[config.mk]
export PLATFORM = sky130hd
export DESIGN_NAME = pipeline_stall_ctrl
export DESIGN_NICKNAME = d
export VERILOG_FILES = /design/src/rtl/pipeline_stall_ctrl.sv
export SDC_FILE = /design/constraint.sdc
export NUM_CORES = 1
export LEC_CHECK = 0
export BUFFER_PORTS_ARGS = -buffer_cell sky130_fd_sc_hd__buf_2
export CAP_MARGIN = 15
export CORE_UTILIZATION = 40
export DETAILED_ROUTE_END_ITERATION = 8
export GPL_TIMING_DRIVEN = 0
export PLACE_DENSITY = 0.81
export SETUP_SLACK_MARGIN = 0.05
export SYNTH_ARGS = -nofsm -noshare
export SYNTH_HDL_FRONTEND = slang
export SYNTH_SLANG_ARGS = --single-unit
[constraint.sdc]
create_clock -name clk_i -period 1.6 [get_ports clk_i]
set_input_delay 0.16 -clock clk_i [delete_from_list [all_inputs] [get_ports clk_i]]
set_output_delay 0.16 -clock clk_i [all_outputs]
set_load 0.01 [all_outputs]
[src/rtl/pipeline_stall_ctrl.sv]
// pipeline_stall_ctrl
// Central stall/flush scheduler for the 5-stage pipeline.  Merges the MEM
// data-memory wait handshake, the ID load-use hazard and the ID taken branch
// into per-stage write-enable, bubble and flush controls.  A timeout on the
// data-memory handshake parks the pipeline in a sticky ERROR state that only
// reset can clear.
//
// Build option: define STALL_PERF_EN to build the stall/flush performance
// counters.  When it is undefined the counter ports remain but read 0.

module pipeline_stall_ctrl #(
  parameter int TIMEOUT_CYC = 64,
  parameter int CNT_W       = 32
) (
  input  logic             clk_i,
  input  logic             rst_i,
  input  logic             dmem_req_i,
  input  logic             dmem_ack_i,
  input  logic             lu_hazard_i,
  input  logic             branch_taken_i,
  output logic             pc_we_o,
  output logic             ifid_we_o,
  output logic             ifid_flush_o,
  output logic             idex_we_o,
  output logic             idex_bubble_o,
  output logic             exmem_we_o,
  output logic             memwb_we_o,
  output logic             pc_sel_o,
  output logic             err_o,
  output logic [CNT_W-1:0] stall_cnt_o,
  output logic [CNT_W-1:0] flush_cnt_o
);

  localparam int WAIT_W = (TIMEOUT_CYC > 1) ? $clog2(TIMEOUT_CYC) : 1;
  localparam logic [WAIT_W-1:0] WAIT_LAST = WAIT_W'(TIMEOUT_CYC - 1);

  typedef enum logic [1:0] {
    ST_RUN      = 2'b00,
    ST_MEM_WAIT = 2'b01,
    ST_ERROR    = 2'b10
  } state_t;

  state_t            state_r;
  logic [WAIT_W-1:0] wait_cnt_r;

  logic mem_miss_s;
  logic pc_we_s;
  logic ifid_we_s;
  logic ifid_flush_s;
  logic idex_we_s;
  logic idex_bubble_s;
  logic exmem_we_s;
  logic memwb_we_s;
  logic pc_sel_s;
  logic err_s;

  // A request without a same-cycle ack is a miss; request plus ack is a hit.
  assign mem_miss_s = dmem_req_i & ~dmem_ack_i;

  // Zero-latency control decode from current state and inputs; held at 0 in reset.
  always_comb begin
    pc_we_s       = 1'b0;
    ifid_we_s     = 1'b0;
    ifid_flush_s  = 1'b0;
    idex_we_s     = 1'b0;
    idex_bubble_s = 1'b0;
    exmem_we_s    = 1'b0;
    memwb_we_s    = 1'b0;
    pc_sel_s      = 1'b0;
    err_s         = 1'b0;
    if (!rst_i) begin
      err_s = 1'b0;
    end else begin
      case (state_r)
        ST_RUN: begin
          if (mem_miss_s) begin
            // Whole pipeline frozen; hazards wait for the memory.
            pc_we_s = 1'b0;
          end else if (lu_hazard_i) begin
            // Hold PC and IF/ID, inject a bubble; branch re-resolves next cycle.
            idex_bubble_s = 1'b1;
            idex_we_s     = 1'b1;
            exmem_we_s    = 1'b1;
            memwb_we_s    = 1'b1;
          end else if (branch_taken_i) begin
            pc_we_s      = 1'b1;
            ifid_we_s    = 1'b1;
            idex_we_s    = 1'b1;
            exmem_we_s   = 1'b1;
            memwb_we_s   = 1'b1;
            pc_sel_s     = 1'b1;
            ifid_flush_s = 1'b1;
          end else begin
            pc_we_s    = 1'b1;
            ifid_we_s  = 1'b1;
            idex_we_s  = 1'b1;
            exmem_we_s = 1'b1;
            memwb_we_s = 1'b1;
          end
        end
        ST_MEM_WAIT: begin
          if (dmem_ack_i) begin
            // Access completes: the whole pipeline advances this cycle.
            pc_we_s    = 1'b1;
            ifid_we_s  = 1'b1;
            idex_we_s  = 1'b1;
            exmem_we_s = 1'b1;
            memwb_we_s = 1'b1;
          end else begin
            pc_we_s = 1'b0;
          end
        end
        ST_ERROR: begin
          err_s = 1'b1;
        end
        default: begin
          // Unreachable encoding is treated as the error state.
          err_s = 1'b1;
        end
      endcase
    end
  end

  assign pc_we_o       = pc_we_s;
  assign ifid_we_o     = ifid_we_s;
  assign ifid_flush_o  = ifid_flush_s;
  assign idex_we_o     = idex_we_s;
  assign idex_bubble_o = idex_bubble_s;
  assign exmem_we_o    = exmem_we_s;
  assign memwb_we_o    = memwb_we_s;
  assign pc_sel_o      = pc_sel_s;
  assign err_o         = err_s;

  // State register and data-memory wait timeout counter.
  always_ff @(posedge clk_i or negedge rst_i) begin
    if (!rst_i) begin
      state_r    <= ST_RUN;
      wait_cnt_r <= {WAIT_W{1'b0}};
    end else begin
      case (state_r)
        ST_RUN: begin
          if (mem_miss_s) begin
            state_r    <= ST_MEM_WAIT;
            wait_cnt_r <= {WAIT_W{1'b0}};
          end else begin
            state_r <= ST_RUN;
          end
        end
        ST_MEM_WAIT: begin
          // An ack in the last allowed cycle wins over the timeout.
          if (dmem_ack_i) begin
            state_r <= ST_RUN;
          end else if (wait_cnt_r == WAIT_LAST) begin
            state_r <= ST_ERROR;
          end else begin
            wait_cnt_r <= wait_cnt_r + WAIT_W'(1);
          end
        end
        ST_ERROR: begin
          state_r <= ST_ERROR;
        end
        default: begin
          state_r <= ST_ERROR;
        end
      endcase
    end
  end

`ifdef STALL_PERF_EN
  logic [CNT_W-1:0] stall_cnt_r;
  logic [CNT_W-1:0] flush_cnt_r;

  function automatic logic [CNT_W-1:0] sat_inc(input logic [CNT_W-1:0] value);
    if (value == {CNT_W{1'b1}}) begin
      return value;
    end else begin
      return value + CNT_W'(1);
    end
  endfunction

  // Saturating stall and flush performance counters.
  always_ff @(posedge clk_i or negedge rst_i) begin
    if (!rst_i) begin
      stall_cnt_r <= {CNT_W{1'b0}};
      flush_cnt_r <= {CNT_W{1'b0}};
    end else begin
      if ((state_r != ST_ERROR) && !pc_we_s) begin
        stall_cnt_r <= sat_inc(stall_cnt_r);
      end
      if (ifid_flush_s) begin
        flush_cnt_r <= sat_inc(flush_cnt_r);
      end
    end
  end

  assign stall_cnt_o = stall_cnt_r;
  assign flush_cnt_o = flush_cnt_r;
`else
  assign stall_cnt_o = {CNT_W{1'b0}};
  assign flush_cnt_o = {CNT_W{1'b0}};
`endif

endmodule

==> flow_metrics.env, run 1 <==
export IMPL_outcome="completed"
export IMPL_slew_viol_final=0
export IMPL_hold_violations=0
export IMPL_dieArea_mm2=0.00276
export IMPL_critPathKind="register to primary output"
export IMPL_ys_ff_latch=8
export IMPL_synth_distinct_cells=35
export IMPL_grt_usage_pct=12.2
export IMPL_cts_tree="built"
export IMPL_gp_congestion=0.838
export IMPL_grt_pass1_wl_um=2440
export IMPL_seq_area_frac_synth_pct=19.6
export IMPL_ir_drop_mv=0.405
export IMPL_hp_start="dmem_ack_i"
export IMPL_syn_inst=121
export IMPL_layout_nets=215
export IMPL_syn_avg_cell_area_um2=8.44
export IMPL_setup_worst_path_end_class="primary output"
export IMPL_cts_made_buffers=3
export IMPL_stdcell_count=234
export IMPL_post_route_util_pct=64.8
export IMPL_timing_rr_end="wait_cnt_r[5]"
export IMPL_whs_path_depth=2
export IMPL_leakage_nw=0.916
export IMPL_worst_ep_arrival_time_ns=1.44
export IMPL_min_period_ns=1.60
export IMPL_p_total_mw=0.598
export IMPL_vias_per_cell=3.55
export IMPL_drive_above_1_share_pct=49.0
export IMPL_cp_cell_sequence="o21bai_4 > nor2b_4 > a21boi_4 > buf_6 > buf_6"
export IMPL_hpwl_um=1390
export IMPL_crit_path_start_kind="register"
export IMPL_rows=17
export IMPL_ios=79
export IMPL_p_per_area_mw_per_mm2=398
export IMPL_antenna_found_initial=0
export IMPL_die_x_um=52.5
export IMPL_syn_to_final_growth_pct=47.1
export IMPL_drv_cap=0
export IMPL_crit_required_ns=1.44
export IMPL_first_pass_iters=4
export IMPL_reg2reg_slack_ns=0.12
export IMPL_hp_class="input port to register"
export IMPL_initial_core_util_pct=44.0
export IMPL_via_count=831
export IMPL_worstRegToRegCells=5
export IMPL_finalSetupViolCount=0
export IMPL_fmax_mhz=626
export IMPL_whs_endpoint="state_r[1]"
export IMPL_min_period_over_period_pct=99.9
export IMPL_port_buffer_count=14
export IMPL_grt_pass1_vias=613
export IMPL_cts_root_buf="clkbuf_4"
export IMPL_drtIter0Drc=5
export IMPL_grt_max_degree=9
export IMPL_clock_sinks=8
export IMPL_critical_path_most_common_cell="buf_6"
export IMPL_h_tree_depth=1
export IMPL_synth_warnings=0
export IMPL_dpl_cell_count=226
export IMPL_crit_slowest_cell="dfrtp_2"
export IMPL_max_stage_delay_ns=0.44
export IMPL_clk_insertion_delay_late_ns=0.25
export IMPL_finClkSkew_ns=0.00653
export IMPL_cts_path_max_buffers=2
export IMPL_path_max_fanout=4
export IMPL_drc=0
export IMPL_wl_per_cell_um=7.53
export IMPL_rsz0062_at_grt="true"
export IMPL_clk_pin_slew_ns=0.05
export IMPL_holdWs_ns=0.140
export IMPL_core_area_mm2=0.00232
export IMPL_synth_area_mm2=0.00102
export IMPL_ant_nets=0
export IMPL_wl_um=1760
export IMPL_die_h_um=52.5
export IMPL_r2r_start="state_r[0]"
export IMPL_gr_total_overflow=0
export IMPL_n_antenna_cell=0
cells by family after synthesis:
logic type	synth area share, %
AOI/OAI and AO/OA	11.2
xor gates and xnor gates	0.858
adders and majority gates	1.23
buffers and inverters	53.7
DFF	19.6
muxes	0.980
other	0.367
and+or+nand+nor	12.1
critical path: cells and delay by family, from the launching register on:
kind	cells	cell delay [ns]
simple gates	1	0.19
buf+inv	2	0.19
flops	1	0.44
compound gates	2	0.36
where the power goes:
| part | internal (mW) | switching [mW] |
|---|---|---|
| Clock | 0.0857 | 0.0670 |
| Sequential | 0.206 | 0.00350 |
| Combinational | 0.123 | 0.112 |
| Total | 0.415 | 0.182 |
Yosys cell counts:
cell       n  area share [%]
a21boi_0   1            0.74
a22oi_1    1            0.74
a311oi_2   1             1.5
a31o_2     1            0.86
a31oi_1    1            0.61
and2_1     1            0.61
and3_1     1            0.61
and4_4     1             1.1
buf_4     68              50
buf_6      1             1.1
clkbuf_1   1            0.37
conb_1     1            0.37
dfrtp_1    8              20
ha_1       1             1.2
inv_1      6             2.2
mux2i_1    1            0.98
nand2_1    3             1.1
nand2b_1   2             1.2
nand3_1    2            0.98
nand4b_1   1            0.86
nor2b_1    2             1.2
nor3b_1    2             1.5
nor4_1     1            0.61
nor4b_1    1            0.86
o211ai_1   1            0.74
o21ai_0    1            0.49
o21ai_1    1            0.49
o21bai_2   1             1.1
o221ai_1   1            0.86
o22ai_1    2             1.2
o32a_1     1            0.98
o41ai_1    1            0.86
or2b_1     1            0.74
or4_1      1            0.74
xnor2_1    1            0.86
placed cells by master (no fill, tap or decap), types with 2 or more instances in the layout:
master,instances
o22ai_1,2
buf_4,72
nand2_1,3
buf_6,3
nand3_1,2
clkbuf_4,3
nor3b_1,2
dfrtp_2,2
buf_2,13
dfrtp_1,6
conb_1,64
inv_1,6
state kept, by name, summed over array words and instances, names as in the netlist:
| signal | flops |
|---|---|
| state_r | 2 |
| wait_cnt_r | 6 |
worst max path at each step:
| stage | from | cells past startpoint | end |
|---|---|---|---|
| floorplan | state_r[0] | 4 | pc_we_o |
| global placement | wait_cnt_r[0] | 4 | wait_cnt_r[5] |
| detailed placement | wait_cnt_r[0] | 4 | wait_cnt_r[5] |
| CTS | state_r[0] | 5 | pc_we_o |
| global route | state_r[0] | 5 | pc_we_o |
| finish | state_r[0] | 5 | pc_we_o |
routing by layer:
layer | track usage (%) | wire length [µm] | up-vias | part of all wire (%)
li1 | - | - | 441 | -
met1 | 11.9 | 596 | 335 | 34
met2 | 22.6 | 933 | 53 | 53
met3 | 6.38 | 217 | 2 | 12
met4 | 2.63 | 14 | 0 | 0.79
met5 | 0 | 0 | - | 0
repair_timing:
action	CTS	global route
buffers inserted	4	1
hold buffers	1	0
hold endpoints to repair	8	0
gates resized for setup	6	4
pin swaps	1	3
setup endpoints to repair	9	8
through the flow:
step                      setup slack [ns]  area, µm²  setup TNS [ns]
after floorplan                     0.0871       1270               0
after global placement              0.0245       1380               0
after detailed placement            0.0141       1380               0
after CTS                           0.0127       1470               0
after global routing               -0.0789       1500          -0.119
final                              0.00154       1500               0
cell type report:
class                      count  area (µm²)
fill                         212         817
multi-input combinational    100         569
buffer                        69         526
sequential                     8         203
timing repair buffer          20         124
tap                           28        35.0
clock buffer                   3        22.5
inverter                       6        22.5
(Power assumes the default switching activity.)
==> run 2, diff against run 1 <==
Settings changed: BUFFER_PORTS_ARGS -buffer_cell sky130_fd_sc_hd__buf_2 to -buffer_cell sky130_fd_sc_hd__buf_4, CORE_UTILIZATION 40 to 35, PLACE_DENSITY 0.81 to 0.72.
==> run 2 against run 1 <==
Compared with the run above:
- die area rose by 14%
- critical path depth stayed put
- combinational power rose by 2%
- total power hardly changed
- sequential power barely moved
- register-to-register slack about the same
- cell count is 1.3% higher
- critical path type unchanged
- largest cell class unchanged
==> flow_metrics.env, run 2 (synthesis results as in run 1) <==
export IMPL_hpwl_um=1350
export IMPL_grt_pass1_vias=641
export IMPL_grt_pass1_wl_um=2700
export IMPL_hp_class="input port to register"
export IMPL_vias_per_cell=3.42
export IMPL_cts_path_max_buffers=2
export IMPL_fillers=285
export IMPL_port_buffer_count=14
export IMPL_antenna_found_initial=0
export IMPL_layout_nets=215
export IMPL_fmax_mhz=652
export IMPL_dieArea_mm2=0.00314
export IMPL_grt_usage_pct=10.5
export IMPL_core_area_mm2=0.00276
export IMPL_largest_register="wait_cnt_r"
export IMPL_drv_cap=0
export IMPL_slew_viol_final=0
export IMPL_clock_sinks=8
export IMPL_rows=19
export IMPL_drtIter0Drc=9
export IMPL_top_regs="wait_cnt_r x6, state_r x2"
export IMPL_rsz0062_at_grt="true"
export IMPL_dpl_cell_count=229
export IMPL_first_pass_iters=4
export IMPL_cts_made_buffers=3
export IMPL_hold_violations=0
export IMPL_largest_reg_flops=6
export IMPL_clk_insertion_delay_late_ns=0.24
export IMPL_h_tree_depth=1
export IMPL_crit_path_start_kind="register"
export IMPL_stdcell_count=237
export IMPL_leakage_nw=0.918
export IMPL_setup_worst_path_end_class="primary output"
export IMPL_final_cell_mix="86 x buf_4, 64 x conb_1, 6 x inv_1, 6 x dfrtp_1"
export IMPL_drc=0
export IMPL_placed_cell_area_mm2=0.00141
export IMPL_p_per_area_mw_per_mm2=392
export IMPL_gr_total_overflow=0
export IMPL_n_antenna_cell=0
export IMPL_path_max_fanout=4
export IMPL_worst_ep_arrival_time_ns=1.37
export IMPL_die_x_um=56.0
export IMPL_min_period_over_period_pct=95.9
export IMPL_wl_um=1760
export IMPL_cts_tree="built"
export IMPL_postLayoutCellArea_mm2=0.00153
export IMPL_clk_pin_slew_ns=0.05
export IMPL_ios=79
export IMPL_outcome="completed"
export IMPL_critPathKind="register to primary output"
export IMPL_die_h_um=56.0
export IMPL_finalSetupViolCount=0
export IMPL_crit_required_ns=1.44
export IMPL_post_route_util_pct=55.4
export IMPL_gp_congestion=0.796
export IMPL_finClkSkew_ns=0.000456
export IMPL_holdWs_ns=0.133
export IMPL_mostFrequentLayoutCell="buf_4"
export IMPL_syn_to_final_growth_pct=49.5
export IMPL_via_count=810
export IMPL_drive_above_1_share_pct=50.0
export IMPL_ir_drop_mv=0.339
export IMPL_initial_core_util_pct=37.0
export IMPL_cts_root_buf="clkbuf_4"
export IMPL_wl_per_cell_um=7.44
export IMPL_min_period_ns=1.53
export IMPL_grt_max_degree=9
export IMPL_ant_nets=0
[run 2: area by class of cell]
| cell class | count | area, µm² | share of cell area (%) |
|---|---|---|---|
| buffer | 69 | 522 | 34.2 |
| tap | 31 | 38.8 | 2.54 |
| sequential | 8 | 203 | 13.3 |
| inverter | 6 | 22.5 | 1.48 |
| multi-input combinational | 100 | 562 | 36.8 |
| timing repair buffer | 20 | 156 | 10.2 |
| clock buffer | 3 | 22.5 | 1.48 |
[run 2: final timing paths]
check | from | endpoint | slack [ns] | depth (start not counted)
setup / recovery | state_r[0] | pc_we_o | 0.07 | 5
hold / removal | dmem_ack_i | state_r[1] | 0.13 | 2
setup reg to reg | wait_cnt_r[0] | wait_cnt_r[5] | 0.13 | 4
hold reg to reg | wait_cnt_r[0] | wait_cnt_r[0] | 0.51 | 1
max in group asynchronous | rst_i | state_r[1] | 0.89 | 2
min in group asynchronous | rst_i | wait_cnt_r[4] | 0.41 | 2
[run 2: worst max-delay path: stages (launching register included)]
cell and delay [ns]:
dfrtp_2 0.45, o21bai_4 0.13, nor2b_4 0.17, a21boi_2 0.17, buf_4 0.12, buf_6 0.09
[run 2: what timing repair did]
action	in CTS	in global routing
pin swaps	2	3
hold endpoints to repair	8	0
hold buffers	1	0
setup endpoints to repair	12	4
buffers inserted	3	2
gates resized for setup	6	3
cloned	0	0
[run 2: metal layers]
metal | vias up | global-route usage [%] | routed length [µm]
li1 | 440 | - | -
met1 | 325 | 12.1 | 663
met2 | 45 | 19.0 | 913
met3 | 0 | 3.26 | 187
met4 | 0 | 2.09 | 0
met5 | - | 0 | 0
[run 2: power by group]
| part | switching, mW | internal (mW) |
|---|---|---|
| registers | 0.00340 | 0.206 |
| clock network | 0.0629 | 0.0855 |
| logic | 0.112 | 0.128 |
| total | 0.178 | 0.420 |
[run 2: stage by stage]
step / setup slack [ns] / TNS, ns / power (mW)
5_1_grt: -0.0260 / -0.0260 / 0.640
3_3_place_gp: -0.0139 / -0.0139 / 0.436
6_report: 0.0657 / 0 / 0.598
3_5_place_dp: -0.0421 / -0.0421 / 0.437
4_1_cts: 0.0463 / 0 / 0.598
2_1_floorplan: 0.0871 / 0 / 0.416
==> run 3, diff against run 2 <==
Clock period 1.6 ns to 1.7 ns, I/O delays scaled along.
==> run 3 against run 2 <==
Compared with the run above:
- highest routed layer unchanged
- total power decreased by 7.0%
- worst setup slack improved by 0.016 ns
- via count increased by 0.49%
- critical path depth unchanged
- sequential power decreased by 6%
- critical endpoint unchanged
==> flow_metrics.env, run 3 (synthesis results as in run 1) <==
export IMPL_outcome="completed"
export IMPL_post_route_util_pct=54.0
export IMPL_worst_ep_arrival_time_ns=1.45
export IMPL_port_buffer_count=14
export IMPL_slew_viol_final=0
export IMPL_finalSetupViolCount=0
export IMPL_drv_cap=0
export IMPL_cts_made_buffers=3
export IMPL_hold_violations=0
export IMPL_cts_tree="built"
export IMPL_critPathKind="register to primary output"
export IMPL_hpwl_um=1340
export IMPL_via_count=814
export IMPL_mostFrequentLayoutCell="buf_4"
export IMPL_clk_pin_slew_ns=0.05
export IMPL_wl_per_cell_um=6.76
export IMPL_drtIter0Drc=5
export IMPL_vias_per_cell=3.45
export IMPL_n_antenna_cell=0
export IMPL_final_cell_mix="86 x buf_4, 64 x conb_1, 7 x dfrtp_1"
export IMPL_ir_drop_mv=0.263
export IMPL_min_period_over_period_pct=95.2
export IMPL_cp_cell_sequence="nand2b_4 > nor2b_2 > a21boi_2 > buf_4 > buf_4"
export IMPL_cts_root_buf="clkbuf_4"
export IMPL_top_regs="wait_cnt_r x6, state_r x2"
export IMPL_hp_class="input port to register"
export IMPL_initial_core_util_pct=37.0
export IMPL_ios=79
export IMPL_layout_nets=214
export IMPL_fin_ws_ns=0.0813
export IMPL_fmax_mhz=618
export IMPL_max_stage_delay_ns=0.47
export IMPL_crit_path_start_kind="register"
export IMPL_rows=19
export IMPL_placed_cell_area_mm2=0.00140
export IMPL_grt_pass1_vias=568
export IMPL_die_x_um=56.0
export IMPL_grt_max_degree=10
export IMPL_grt_pass1_wl_um=2300
export IMPL_rsz0062_at_grt="true"
export IMPL_ant_nets=0
export IMPL_gp_congestion=0.782
export IMPL_p_per_area_mw_per_mm2=373
export IMPL_crit_slowest_cell="dfrtp_1"
export IMPL_grt_usage_pct=9.24
export IMPL_gr_total_overflow=0
export IMPL_drc=0
export IMPL_antenna_found_initial=0
export IMPL_dieArea_mm2=0.00314
export IMPL_clock_sinks=8
export IMPL_place_ws_ns=0.0625
export IMPL_postLayoutCellArea_mm2=0.00149
export IMPL_finalSetupTns_ns=0
export IMPL_min_period_ns=1.62
export IMPL_critical_path_most_common_cell="buf_4"
export IMPL_die_h_um=56.0
export IMPL_leakage_nw=0.908
export IMPL_clk_insertion_delay_late_ns=0.24
export IMPL_first_pass_iters=4
export IMPL_largest_register="wait_cnt_r"
export IMPL_syn_to_final_growth_pct=45.8
export IMPL_drive_above_1_share_pct=48.3
export IMPL_setup_worst_path_end_class="primary output"
export IMPL_cts_path_max_buffers=2
export IMPL_finClkSkew_ns=0.00119
export IMPL_path_max_fanout=9
export IMPL_h_tree_depth=1
export IMPL_wl_um=1600
export IMPL_crit_required_ns=1.53
export IMPL_largest_reg_flops=6
export IMPL_core_area_mm2=0.00276
run 3: path summary, 6_finish.rpt:
check | from | end | slack, ns | cells after the start
setup / recovery | state_r[1] | pc_we_o | 0.08 | 5
hold reg to reg | wait_cnt_r[0] | wait_cnt_r[0] | 0.49 | 1
setup reg to reg | wait_cnt_r[0] | wait_cnt_r[5] | 0.11 | 4
hold / removal | dmem_ack_i | state_r[1] | 0.13 | 2
max in group asynchronous | rst_i | state_r[0] | 1.00 | 2
min in group asynchronous | rst_i | wait_cnt_r[4] | 0.40 | 2
run 3: per-layer routing:
metal | up-vias | part of all wire, % | track usage (%)
met5 | - | 0 | 0
met4 | 0 | 0 | 2.09
met3 | 0 | 11 | 4.65
met2 | 41 | 52 | 17.2
met1 | 336 | 37 | 9.05
li1 | 437 | - | -
run 3: report_power, final:
group          switching [mW]  internal (mW)
Clock                  0.0562         0.0802
Sequential            0.00291          0.194
Combinational           0.103          0.119
Total                   0.162          0.394
run 3: timing repair:
action	4_1_cts	5_1_grt
hold buffers	1	0
setup buffers	2	2
setup endpoints to repair	6	4
pin swaps	1	0
resized for setup	5	0
endpoints found under the hold margin	8	0
run 3: layout make-up:
type                    count  area, µm²
clock buffers               3       22.5
inverters                   6       22.5
plain buffers              69        522
multi-input cells         100        537
fillers                   284       1270
well taps                  31       38.8
flip-flops and latches      8        201
repair buffers             19        145
run 3: stage by stage:
stage,instances,hold slack [ns],power (mW)
finish,236,0.130,0.556
detailed placement,229,0.000960,0.410
floorplan,184,-0.126,0.391
global placement,229,-0.000350,0.410
CTS,234,0.124,0.558
global route,236,0.139,0.599
run 3: critical path: cells and delay by family (launching register included):
family,cells,cell delay (ns)
flops,1,0.47
simple gates,2,0.33
buf+inv,2,0.22
compound gates,1,0.18
